--- src/rtl/nibble_serial_adder_pkg.sv ---
// nibble_serial_adder_pkg: shared nibble width and FSM state encodings
// for the nibble-serial add/sub sequencer and its nibble adder.
package nibble_serial_adder_pkg;

   localparam int NIBBLE_W = 4;

   typedef logic [1:0] state_t;

   localparam state_t S_IDLE = 2'b00;
   localparam state_t S_RUN  = 2'b01;
   localparam state_t S_DONE = 2'b10;

endpackage

--- src/rtl/nibble_serial_adder_adder.sv ---
// nibble_adder: combinational 4-bit ripple adder of full-adder cells.
// Ports: a, b, ci in; s sum, co carry out, c3 carry into bit 3 out.
module nibble_adder
   import nibble_serial_adder_pkg::*;
(
   input  logic [NIBBLE_W-1:0] a,
   input  logic [NIBBLE_W-1:0] b,
   input  logic                ci,
   output logic [NIBBLE_W-1:0] s,
   output logic                co,
   output logic                c3
);

   logic [NIBBLE_W:0] c;

   assign c[0] = ci;

   for (genvar i = 0; i < NIBBLE_W; i++) begin : g_fa
      assign s[i]   = a[i] ^ b[i] ^ c[i];
      assign c[i+1] = (a[i] & b[i]) | (c[i] & (a[i] ^ b[i]));
   end

   assign co = c[NIBBLE_W];
   assign c3 = c[NIBBLE_W-1];

endmodule

--- src/rtl/nibble_serial_adder.sv ---
// nibble_serial_adder: adds/subtracts two NIBBLES-wide operands one nibble
// per cycle, LSB first. Ports: clk, rst, start/sub/ci/a/b in;
// busy, done, sum, cout, ovf out.
module nibble_serial_adder
   import nibble_serial_adder_pkg::*;
#(
   parameter int NIBBLES = 4
) (
   input  logic                         clk,
   input  logic                         rst,
   input  logic                         start,
   input  logic                         sub,
   input  logic                         ci,
   input  logic [NIBBLE_W*NIBBLES-1:0]  a,
   input  logic [NIBBLE_W*NIBBLES-1:0]  b,
   output logic                         busy,
   output logic                         done,
   output logic [NIBBLE_W*NIBBLES-1:0]  sum,
   output logic                         cout,
   output logic                         ovf
);

   localparam int W  = NIBBLE_W * NIBBLES;
   localparam int IW = $clog2(NIBBLES);

   state_t                state;
   logic [W-1:0]          a_sh;
   logic [W-1:0]          b_sh;
   logic                  carry_r;
   logic [IW-1:0]         idx;

   logic [NIBBLE_W-1:0]   nib;
   logic                  nco;
   logic                  nc3;

   logic                  is_run;
   logic                  is_done;
   logic                  is_idle;
   logic                  last;

   nibble_adder u_add (
      .a  (a_sh[NIBBLE_W-1:0]),
      .b  (b_sh[NIBBLE_W-1:0]),
      .ci (carry_r),
      .s  (nib),
      .co (nco),
      .c3 (nc3)
   );

   // Illegal encoding 2'b11 behaves as IDLE.
   assign is_run  = (state == S_RUN);
   assign is_done = (state == S_DONE);
   assign is_idle = !is_run && !is_done;
   assign last    = (idx == IW'(NIBBLES - 1));

   assign busy = is_run || is_done;
   assign done = is_done;

   always_ff @(posedge clk) begin
      if (rst) begin
         state   <= S_IDLE;
         a_sh    <= '0;
         b_sh    <= '0;
         carry_r <= 1'b0;
         idx     <= '0;
         sum     <= '0;
         cout    <= 1'b0;
         ovf     <= 1'b0;
      end else begin
         unique case (1'b1)
            is_idle: begin
               if (start) begin
                  state   <= S_RUN;
                  a_sh    <= a;
                  b_sh    <= sub ? ~b : b;
                  carry_r <= sub ? 1'b1 : ci;
                  idx     <= '0;
                  sum     <= '0;
                  cout    <= 1'b0;
                  ovf     <= 1'b0;
               end
            end
            is_run: begin
               sum     <= {nib, sum[W-1:NIBBLE_W]};
               a_sh    <= a_sh >> NIBBLE_W;
               b_sh    <= b_sh >> NIBBLE_W;
               carry_r <= nco;
               idx     <= idx + 1'b1;
               if (last) begin
                  cout  <= nco;
                  ovf   <= nc3 ^ nco;
                  state <= S_DONE;
               end
            end
            is_done: begin
               state <= S_IDLE;
            end
         endcase
      end
   end

endmodule

--- config.mk ---
export PLATFORM = sky130hd
export DESIGN_NAME = nibble_serial_adder
export DESIGN_NICKNAME = d
export VERILOG_FILES = /design/src/rtl/nibble_serial_adder_pkg.sv /design/src/rtl/nibble_serial_adder_adder.sv /design/src/rtl/nibble_serial_adder.sv
export SDC_FILE = /design/constraint.sdc
export NUM_CORES = 1
export LEC_CHECK = 0
export CORE_MARGIN = 4
export CORE_UTILIZATION = 45
export CTS_CLUSTER_SIZE = 30
export DETAILED_ROUTE_END_ITERATION = 12
export DONT_BUFFER_PORTS = 1
export GPL_TIMING_DRIVEN = 0
export PLACE_DENSITY = 0.62
export SYNTH_ARGS = -nofsm -noshare
export SYNTH_HDL_FRONTEND = slang
export SYNTH_SLANG_ARGS = --single-unit
--- constraint.sdc ---
create_clock -name clk -period 2.08 [get_ports clk]
set_input_delay 0.312 -clock clk [delete_from_list [all_inputs] [get_ports clk]]
set_output_delay 0.312 -clock clk [all_outputs]
set_load 0.05 [all_outputs]
# After elaboration in Yosys (flattened, before gate mapping)
# Index checks and enable logic that the tools add are counted.
# Widths: inputs -> output; s select.
[word_totals] regBits=55 in_bits=37 output_inout_bits=20
[op_classes] bitwise_logic=22 add_sub_neg=1 mux=20 reduce_logical=8 eq_ne=5
[op_table] op="$pmux 16 s2" n=3
[op_table] op="$mux 16" n=4
[op_table] op="$not 16->16" n=1
[op_table] op="$xor 1x1->1" n=9
[op_table] op="$and 1x1->1" n=8
[op_table] op="$mux 2" n=3
[op_table] op="$pmux 1 s2" n=3
[op_table] op="$pmux 2 s3" n=1
[op_table] op="$mux 1" n=5
[op_table] op="$eq 2x2->1 const B" n=2
[op_table] op="$or 1x1->1" n=4
[op_table] op="$pmux 2 s2" n=1
[op_table] op="$reduce_and 2->1" n=2
[op_table] op="$reduce_and 3->1" n=1
[op_table] op="$add 2x1->2 const B" n=1
[op_table] op="$eq 2x1->1 const B" n=1
[op_table] op="$logic_not 1->1" n=2
[op_table] op="$ne 2x1->1 const B" n=1
[op_table] op="$ne 2x2->1 const B" n=1
[op_table] op="$reduce_bool 2->1" n=1
[op_table] op="$logic_and 1x1->1" n=1
[op_table] op="$logic_or 1x1->1" n=1

# Logic depth before layout (Yosys ltp)
# Gate-level depths: netlist of run 1.
[logic_depth] ltp_word=12 depth_mapped=9

# Cells and area by module
# Synthesis of run 1 repeated with hierarchy kept, for this count alone.
[hier_totals] cells_unflattened=304 area_unflattened_um2=2662.6
[modules_own_cells] module="nibble_serial_adder" seq_area_each_um2=1101.1 instances=1 cells_per_inst=292 area_per_inst_um2=2552.4
[modules_own_cells] module="nibble_adder" seq_area_each_um2=0.0 instances=1 cells_per_inst=12 area_per_inst_um2=110.1

# Least setup slack after synthesis of run 1
# No wires, ideal clock.
[synth_path] path_type="reg2reg" from="reg a_sh[0]" to="reg carry_r" stages_incl_launch_ff=10 setup_ns=0.133 required_ns=1.947 slack_ns=-0.226 arrival_ns=2.173 cell_sequence="dfxtp_1 inv_1 fa_1 inv_1 fa_1 fa_1 fa_1 mux2_2 nand2_1 a31oi_1"
[synth_between] elab_chain_cells=10
[synth_lines] item="start, declared" line_no="nibble_serial_adder.sv:27" source="logic [W-1:0] a_sh;"
[synth_lines] item="start signal, assigned" line_no="nibble_serial_adder.sv:85" source="a_sh <= a_sh >> NIBBLE_W;"
[synth_lines] item="$xor 1x1->1" line_no="nibble_serial_adder_adder.sv:20" source="assign c[i+1] = (a[i] & b[i]) | (c[i] & (a[i] ^ b[i]));"
[synth_lines] item="$and 1x1->1" line_no="nibble_serial_adder_adder.sv:20"
[synth_lines] item="$or 1x1->1 (*)" line_no="nibble_serial_adder_adder.sv:20"
[synth_lines] item="$and 1x1->1 (*)" line_no="nibble_serial_adder_adder.sv:20"
[synth_lines] item="$or 1x1->1 (*)" line_no="nibble_serial_adder_adder.sv:20"
[synth_lines] item="$and 1x1->1 (*)" line_no="nibble_serial_adder_adder.sv:20"
[synth_lines] item="$or 1x1->1 (*)" line_no="nibble_serial_adder_adder.sv:20"
[synth_lines] item="$and 1x1->1 (*)" line_no="nibble_serial_adder_adder.sv:20"
[synth_lines] item="$or 1x1->1 (*)" line_no="nibble_serial_adder_adder.sv:20"
[synth_lines] item="$pmux 1 s2 (*)" line_no="nibble_serial_adder.sv:70" source="unique case (1'b1)"
[synth_lines] item="end signal, assigned" line_no="nibble_serial_adder.sv:76" source="carry_r <= sub ? 1'b1 : ci;"
[synth_lines] item="end signal, assigned" line_no="nibble_serial_adder.sv:87" source="carry_r <= nco;"
[synth_lines] item="end, declared" line_no="nibble_serial_adder.sv:29" source="logic carry_r;"
# Every way passes the cells marked *; elsewhere a longest branch is shown, timed or not.
# A chain may end at the register's enable or synchronous reset.

# Final worst setup path of run 1
[layout_path] from="reg b_sh[0]" to="reg carry_r"
[layout_between] elab_chain_cells=10
[layout_lines] item="start, declared" line_no="nibble_serial_adder.sv:28" source="logic [W-1:0] b_sh;"
[layout_lines] item="start signal, assigned" line_no="nibble_serial_adder.sv:75" source="b_sh <= sub ? ~b : b;"
[layout_lines] item="start signal, assigned" line_no="nibble_serial_adder.sv:86" source="b_sh <= b_sh >> NIBBLE_W;"
[layout_lines] item="$xor 1x1->1" line_no="nibble_serial_adder_adder.sv:20"
[layout_lines] item="$and 1x1->1" line_no="nibble_serial_adder_adder.sv:20"
[layout_lines] item="$or 1x1->1 (*)" line_no="nibble_serial_adder_adder.sv:20"
[layout_lines] item="$and 1x1->1 (*)" line_no="nibble_serial_adder_adder.sv:20"
[layout_lines] item="$or 1x1->1 (*)" line_no="nibble_serial_adder_adder.sv:20"
[layout_lines] item="$and 1x1->1 (*)" line_no="nibble_serial_adder_adder.sv:20"
[layout_lines] item="$or 1x1->1 (*)" line_no="nibble_serial_adder_adder.sv:20"
[layout_lines] item="$and 1x1->1 (*)" line_no="nibble_serial_adder_adder.sv:20"
[layout_lines] item="$or 1x1->1 (*)" line_no="nibble_serial_adder_adder.sv:20"
[layout_lines] item="$pmux 1 s2 (*)" line_no="nibble_serial_adder.sv:70"
# Marked as above.

==> impl_metrics.yaml, run 1 <==
status:
  outcome: "finished with violations"
  violations: "setup timing"
route:
  first_pass_iters: 4
  ant_nets: 0
  vias: 2036
  drt-initial-drc-count: 87
  viasPerCell: 5.56
  routedWlPerCell_um: 16.7
  drcViolationCount: 0
  routed_wl_mm: 6.10
clocking:
  cts.clk_slew.worst_paths_ns: 0.11
  hold_buffers: 0
  cts.sink_count: 55
  clockRootBuffer: "clkbuf_8"
  cts_made_buffers: 5
  ctsHtreeMaxLevel: 2
  cts_max_path_buffers: 2
  clk_latency_ns: 0.32
  cts_tree: "done"
yosys:
  ys.flop_type: "dfxtp_1"
  ys_types: 28
  synth_area_leader_cell: "dfxtp_1"
  yosys_warnings: 0
  yosys-top-cells-count: "55 x dfxtp_1, 33 x nor2_1, 24 x nand2_1"
  yosysMostFrequentCell: "dfxtp_1"
  async_flop_share: 0
  synth_area_um2: 2620
  postSynthAreaPerCell_um2: 9.21
  synth_fp_nets: 328
  synth_top_area_share: 0.421
  synth_edf_count: 0
  synthCells: 284
  yosysSeqAreaShare: 0.421
  ys_ff_latch: 55
  yosys-top-cells-area: "dfxtp_1 42%, a32oi_1 6.0%, nor2_1 4.7%"
cells_and_area:
  layout-drive-gt1-share: 0.146
  finalNonFillerCells: 366
  num_antenna_cells: 0
  syn_to_final_growth_pct: 8.13
  layout.nets: 337
  postLayoutCoreUtil: 0.507
floorplanning:
  die_area_um2: 7090
  core_um2: 5570
  rows: 27
  start_util: 0.469
  die_x_um: 84.2
  ios: 57
  fp.dieH_um: 84.2
placement:
  port_buffers: 0
  dp_cells: 356
  gp_congestion: 0.780
  dpl.hpwl_mm: 4.36
power:
  p_per_area_nw_per_um2: 811
  power_leakage_nw: 1.03
  worst_ir_drop_vdd_mv: 0.368
sta:
  whs_ns: 0.151
  fin_skew_ns: 0.0120
  tightest_slew_ns: 0.585
  finalWorstSetupSlack_ns: -0.191
  min_period_over_period: 1.09
  setup_tns_ns: -0.332
  finalSetupViolations: 3
  post-route-min-period_ns: 2.27
  slew_violations: 0
  fmax_mhz: 440
  rsz0062_at_grt: "yes"
  hold_viol_final: 0
  slew_headroom: 0.609
global_routing:
  grt_pass1_wl_mm: 9.81
  grt_max_degree: 19
  antenna_found_initial: 0
  grt_pass1_vias: 1994
  grt_usage: 0.172
  gr-total-overflow: 0
worst_setup_path:
  required_ns: 2.26
  criticalPathCategory: "flop to flop"
  cp_max_fo: 4
  endpoint_kind: "flop"
  critPathLaunchType: "flop"
  crit_arrival_ns: 2.46
worst_hold_path:
  hold_class: "input port to flop"
job:
  drv_cap: 0
## area by class of cell
class                           instances  area [um^2]
Fill cell                             567         2750
Clock inverter                          3         25.0
Inverter                                8         30.0
Buffer                                 27          171
Tap cell                               72         90.1
Timing Repair Buffer                    2         15.0
Multi-Input combinational cell        194         1320
Sequential cell                        55         1100
Clock buffer                            5         68.8
## cells by family after synthesis
logic type,share of synthesized area
buffers and inverters,0.0770
flip-flops,0.421
XOR/XNOR,0.0569
multiplexers,0.0632
AO/OA/AOI/OAI,0.184
adder cells (fa/ha/maj),0.0450
AND/OR/NAND/NOR,0.153
## cells in the final DEF (no fill, tap or decap), types with 5 or more instances in the layout
cell	n
dfxtp_1	52
nor2_1	33
nand2_1	24
a21oi_1	23
a32oi_1	18
nand2b_1	14
xor2_1	13
a211oi_1	13
mux2i_1	12
o211ai_1	12
clkbuf_1	8
buf_2	8
buf_4	7
buf_6	5
nand3b_1	5
or3_1	5
clkbuf_8	5
## sequential cells by signal (all words and copies together), names as in the netlist
register	flops
a_sh	16
b_sh	16
sum	16
idx	2
state	2
carry_r	1
cout	1
ovf	1
## worst max-delay path, stage by stage (launching register included)
cell and delay, ns:
dfxtp_2 0.34, inv_2 0.05, fa_2 0.19, inv_2 0.04
fa_2 0.34, fa_2 0.37, fa_2 0.38, mux2_2 0.27
nand2_1 0.07, a31oi_1 0.09
## path summary, 6_finish.rpt
path	startpoint	end	slack, ns	cells past startpoint
max	b_sh[0]$_SDFFE_PP0P_	carry_r$_SDFFE_PP0P_	-0.19	9
min	start	state[0]$_SDFFE_PP0P_	0.15	2
max reg2reg	b_sh[0]$_SDFFE_PP0P_	carry_r$_SDFFE_PP0P_	-0.19	9
min reg2reg	b_sh[15]$_SDFFE_PP0P_	b_sh[15]$_SDFFE_PP0P_	0.45	2
## through the flow
| stage | setup WS, ns | power (mW) | area, um^2 |
|---|---|---|---|
| 4_1_cts | -0.180 | 2.30 | 2830 |
| 5_1_grt | -0.246 | 2.40 | 2830 |
| 3_3_place_gp | -0.170 | 1.68 | 2710 |
| 3_5_place_dp | -0.185 | 1.69 | 2710 |
| 2_1_floorplan | -0.0657 | 1.58 | 2620 |
| 6_report | -0.191 | 2.29 | 2830 |
## power breakdown
part | switching (mW) | internal, mW
logic | 0.276 | 0.203
registers | 0.0625 | 1.13
clock network | 0.378 | 0.242
## metal layers
layer | routed length (um) | global-route usage
met1 | 2740 | 0.213
met2 | 2890 | 0.287
met3 | 408 | 0.0530
met4 | 63 | 0.0526
met5 | 0 | 0
## what timing repair did
action / in CTS / in global routing
hold endpoints to repair: 0 / 0
pin swaps: 4 / 1
setup buffers: 2 / 0
gates resized for setup: 8 / 0
endpoints found under the setup margin: 3 / 4
Note: power is estimated with default switching activity, not from simulation.
==> run 2, diff against run 1 <==
CELL_PAD_IN_SITES_DETAIL_PLACEMENT = 1   (was default)
CELL_PAD_IN_SITES_GLOBAL_PLACEMENT = 1   (was default)
CORE_UTILIZATION = 42   (was 45)
PLACE_DENSITY = 0.74   (was 0.62)
==> impl_metrics.yaml, run 2 (synthesized netlist as in run 1, its figures left out) <==
cells_and_area:
  syn_to_final_growth_pct: 8.52
  multiInputGateArea_um2: 1320
  layout-drive-gt1-share: 0.134
  num_antenna_cells: 0
  layout.nets: 336
  fillCellCount: 707
  final_common_cell: "dfxtp_1"
  seq_area_um2: 1100
  layout_common_cells: "52 x dfxtp_1, 33 x nor2_1, 24 x nand2_1"
  top_regs: "a_sh (16), b_sh (16), sum (16)"
  postLayoutCellArea_um2: 2840
worst_setup_path:
  r2r_cells: 9
  r2r-start: "b_sh[0]$_SDFFE_PP0P_"
  r2r-end: "carry_r$_SDFFE_PP0P_"
  endpoint_kind: "flop"
  crit_chain: "inv_2 > fa_1 > inv_2 > fa_2 > fa_2 > fa_2 > mux2_4 > nand2_1 > a31oi_1"
  criticalPathCategory: "flop to flop"
  crit_arrival_ns: 2.44
  required_ns: 2.26
  crit_start: "b_sh[0]$_SDFFE_PP0P_"
  slowest_delay_ns: 0.39
  cp_max_fo: 4
  critPathLaunchType: "flop"
  r2r_setup_slack_ns: -0.18
  crit_family: "adder cells"
  crit_buf_inv: 2
  crit_slowest_cell: "fa_2"
  cpMostUsedCell: "fa_2"
route:
  vias: 2035
  first_pass_iters: 4
  viasPerCell: 5.54
  drt-initial-drc-count: 29
  routedWlPerCell_um: 17.7
  drcViolationCount: 0
  ant_nets: 0
  routed_wl_mm: 6.51
sta:
  finalSetupViolations: 3
  hold_viol_final: 0
  fmax_mhz: 442
  tightest_slew_ns: 0.617
  fin_skew_ns: 0.00847
  min_period_over_period: 1.09
  slew_headroom: 0.588
  post-route-min-period_ns: 2.26
  finalWorstSetupSlack_ns: -0.181
  rsz0062_at_grt: "yes"
  slew_violations: 0
power:
  power_leakage_nw: 1.03
  worst_ir_drop_vdd_mv: 0.336
  p_per_area_nw_per_um2: 839
floorplanning:
  die_area_um2: 7550
  core_um2: 5990
  rows: 28
  ios: 57
  fp.dieH_um: 86.9
  start_util: 0.437
  die_x_um: 86.9
clocking:
  clk_latency_ns: 0.30
  ctsHtreeMaxLevel: 2
  cts_made_buffers: 5
  clockRootBuffer: "clkbuf_8"
  cts.clk_slew.worst_paths_ns: 0.10
  cts_tree: "done"
  hold_buffers: 0
  cts_max_path_buffers: 2
  cts.sink_count: 55
global_routing:
  grt_usage: 0.178
  grt_pass1_wl_mm: 10.5
  grt_pass1_vias: 2076
  grt_max_degree: 17
  antenna_found_initial: 0
  gr-total-overflow: 0
worst_hold_path:
  min_from: "start"
  min_to: "state[0]$_SDFFE_PP0P_"
  min_path_cells: 2
  hold_class: "input port to flop"
status:
  violations: "setup timing"
  outcome: "finished with violations"
placement:
  dpl.hpwl_mm: 4.79
  port_buffers: 0
  dp_slack_ns: -0.196
  gp_congestion: 0.738
  placed_area_um2: 2720
job:
  drv_cap: 0
[run 2: changes by cell type in the layout (fill, tap and decap cells not counted), sizes merged]
cell,previous run,this run
clkinv,2,0
buf,20,19
bufinv,0,1
[run 2: layer usage]
layer,global-route usage,part of all wire,vias up
met1,0.218,0.43,981
met2,0.305,0.50,43
met5,0,0,-
li1,-,-,1004
met3,0.0464,0.054,7
met4,0.0510,0.0095,0
[run 2: final cells by class]
type                       instances  share of cell area
buffer                            27              0.0604
clock buffer                       5              0.0243
clock inverter                     2              0.0132
inverter                           8              0.0106
multi-input combinational        194               0.466
sequential                        55               0.389
tap                               75              0.0331
timing repair buffer               1             0.00265
[run 2: report_power, final]
part	internal [mW]	total [mW]	switching, mW	leakage (nW)
Clock	0.353	0.703	0.351	0.0502
Combinational	0.201	0.482	0.282	0.528
Sequential	1.13	1.20	0.0641	0.451
[run 2: repair_timing]
item	in CTS	in global routing
pin swaps	3	2
setup buffers	1	0
endpoints found under the setup margin	3	4
resized for setup	5	2
hold endpoints to repair	0	0
[run 2: worst register-to-register path: stages, from the launching register on]
cell and delay, ns:
dfxtp_2 0.34, inv_2 0.06, fa_1 0.17, inv_2 0.04
fa_2 0.33, fa_2 0.36, fa_2 0.39, mux2_4 0.27
nand2_1 0.07, a31oi_1 0.09
[run 2: how the worst max path moves through the flow]
stage                           endpoint  slack, ns  depth (start not counted)
detailed placement  carry_r$_SDFFE_PP0P_      -0.20                          9
global placement    carry_r$_SDFFE_PP0P_      -0.18                          9
global route        carry_r$_SDFFE_PP0P_      -0.26                          9
finish              carry_r$_SDFFE_PP0P_      -0.18                          9
CTS                 carry_r$_SDFFE_PP0P_      -0.18                          9
floorplan           carry_r$_SDFFE_PP0P_      -0.07                          9
[run 2: metrics by stage]
stage / power (mW) / TNS (ns) / utilization / std cells / hold WS (ns)
final: 2.38 / -0.305 / 0.474 / 367 / 0.155
after floorplan: 1.58 / -0.0657 / - / 284 / 0.427
after detailed placement: 1.70 / -0.355 / 0.453 / 359 / 0.444
after global routing: 2.51 / -0.670 / 0.474 / 367 / 0.141
after global placement: 1.69 / -0.323 / 0.453 / 359 / 0.433
after CTS: 2.41 / -0.315 / 0.473 / 367 / 0.148
==> run 3, diff against run 2 <==
CORE_UTILIZATION = 45   (was 42)
GPL_ROUTABILITY_DRIVEN = 0   (was default)
PLACE_DENSITY = 0.75   (was 0.74)
SKIP_LAST_GASP = 1   (was default)
clock period = 2.1 ns   (was 2.08 ns; I/O delays follow)
==> impl_metrics.yaml, run 3 (synthesized netlist as in run 1, its figures left out) <==
clocking:
  cts.clk_slew.worst_paths_ns: 0.10
  cts_max_path_buffers: 2
  cts_tree: "done"
  ctsHtreeMaxLevel: 2
  hold_buffers: 0
  cts_made_buffers: 5
  cts.sink_count: 55
  clockRootBuffer: "clkbuf_8"
  clk_latency_ns: 0.30
floorplanning:
  die_x_um: 84.2
  fp.dieH_um: 84.2
  core_um2: 5570
  ios: 57
  die_area_um2: 7090
  rows: 27
  start_util: 0.469
sta:
  fmax_mhz: 436
  slew_violations: 0
  tightest_slew_ns: 0.589
  hold_viol_final: 0
  finalSetupViolations: 3
  whs_ns: 0.164
  setup_tns_ns: -0.324
  slew_headroom: 0.607
  fin_skew_ns: 0.00584
  rsz0062_at_grt: "yes"
  min_period_over_period: 1.09
  post-route-min-period_ns: 2.29
  finalWorstSetupSlack_ns: -0.194
cells_and_area:
  num_antenna_cells: 0
  postLayoutCoreUtil: 0.514
  syn_to_final_growth_pct: 9.47
  layout.nets: 338
  layout_common_cells: "52 x dfxtp_1, 33 x nor2_1, 24 x nand2_1"
  top_regs: "a_sh (16), b_sh (16), sum (16)"
  layout-drive-gt1-share: 0.149
  final_common_cell: "dfxtp_1"
power:
  p_sw_frac: 0.289
  p_int_mw: 1.71
  power_switching_uw: 698
  power_leakage_nw: 1.05
  p_per_area_nw_per_um2: 842
  p_seq_frac: 0.491
  worst_ir_drop_vdd_mv: 0.318
  combPwrFrac: 0.206
  p_clk_frac: 0.303
placement:
  dp_slack_ns: -0.227
  port_buffers: 0
  dpl.hpwl_mm: 4.77
route:
  ant_nets: 0
  drcViolationCount: 0
  wl_met1_mm: 2.97
  vias: 2043
  viasPerCell: 5.57
  highest_layer: "met4"
  wl_met2_mm: 3.35
  route.met3.wl_um: 319
  routed_wl_mm: 6.71
  first_pass_iters: 4
  drt-initial-drc-count: 73
  routedWlPerCell_um: 18.3
worst_setup_path:
  cp_max_fo: 4
  criticalPathCategory: "flop to flop"
  critPathLaunchType: "flop"
  required_ns: 2.27
  crit_arrival_ns: 2.47
  endpoint_kind: "flop"
global_routing:
  antenna_found_initial: 0
  grt_pass1_wl_mm: 11.0
  grt_usage: 0.190
  gr-total-overflow: 0
  grt_pass1_vias: 2124
  grt_max_degree: 17
status:
  outcome: "finished with violations"
  violations: "setup timing"
job:
  drv_cap: 0
worst_hold_path:
  hold_class: "input port to flop"
## run 3: cell count changes in the layout (fill, tap and decap cells not counted)
cell,delta
inv_1,-1
clkinv_2,+1
inv_2,+1
fa_2,+1
clkinvlp_4,-1
buf_4,+2
fa_1,-1
clkbuf_8,+1
## run 3: final timing paths
kind / startpoint / end / slack, ns / depth (start not counted)
min reg2reg: b_sh[10]$_SDFFE_PP0P_ / b_sh[10]$_SDFFE_PP0P_ / 0.45 / 2
max reg2reg: carry_r$_SDFFE_PP0P_ / carry_r$_SDFFE_PP0P_ / -0.19 / 9
min: start / state[0]$_SDFFE_PP0P_ / 0.16 / 2
max: carry_r$_SDFFE_PP0P_ / carry_r$_SDFFE_PP0P_ / -0.19 / 9
## run 3: final cells by class
class / count / area (um^2)
plain buffers: 27 / 171
clock buffers: 6 / 82.6
clock inverters: 2 / 35.0
fillers: 655 / 2710
inverters: 8 / 30.0
multi-input cells: 194 / 1330
flip-flops and latches: 55 / 1100
well taps: 72 / 90.1
repair buffers: 3 / 22.5
## run 3: what timing repair did
action                                  CTS  global route
gates resized for setup                   9             1
pin swaps                                 6             5
endpoints found under the setup margin    4             4
buffers inserted                          2             1
cloned                                    0             0
## run 3: power groups by stage
stage                     Clock [mW]  Combinational (mW)  Sequential, mW
after floorplan                    0               0.372            1.19
after global placement             0               0.470            1.20
after detailed placement           0               0.481            1.21
after CTS                      0.750               0.494            1.18
after global routing           0.793               0.556            1.20
final                          0.731               0.496            1.18
## run 3: per-layer routing
metal	up-vias	track usage
li1	1012	-
met3	7	0.0510
met5	-	0
met2	45	0.330
met4	0	0.0307
met1	979	0.239
## run 3: worst max-delay path: stages, from the launching register on
cell	delay (ns)
dfxtp_2	0.35
inv_2	0.05
fa_2	0.19
inv_2	0.04
fa_2	0.35
fa_2	0.37
fa_2	0.39
mux2_4	0.28
nand2_1	0.07
a31oi_1	0.08
## run 3: stage by stage
| stage | instance area (um^2) | power (mW) | instances |
|---|---|---|---|
| 6_report | 2860 | 2.41 | 367 |
| 5_1_grt | 2860 | 2.54 | 367 |
| 4_1_cts | 2850 | 2.43 | 366 |
| 3_5_place_dp | 2710 | 1.69 | 356 |
| 3_3_place_gp | 2710 | 1.67 | 356 |
| 2_1_floorplan | 2620 | 1.56 | 284 |
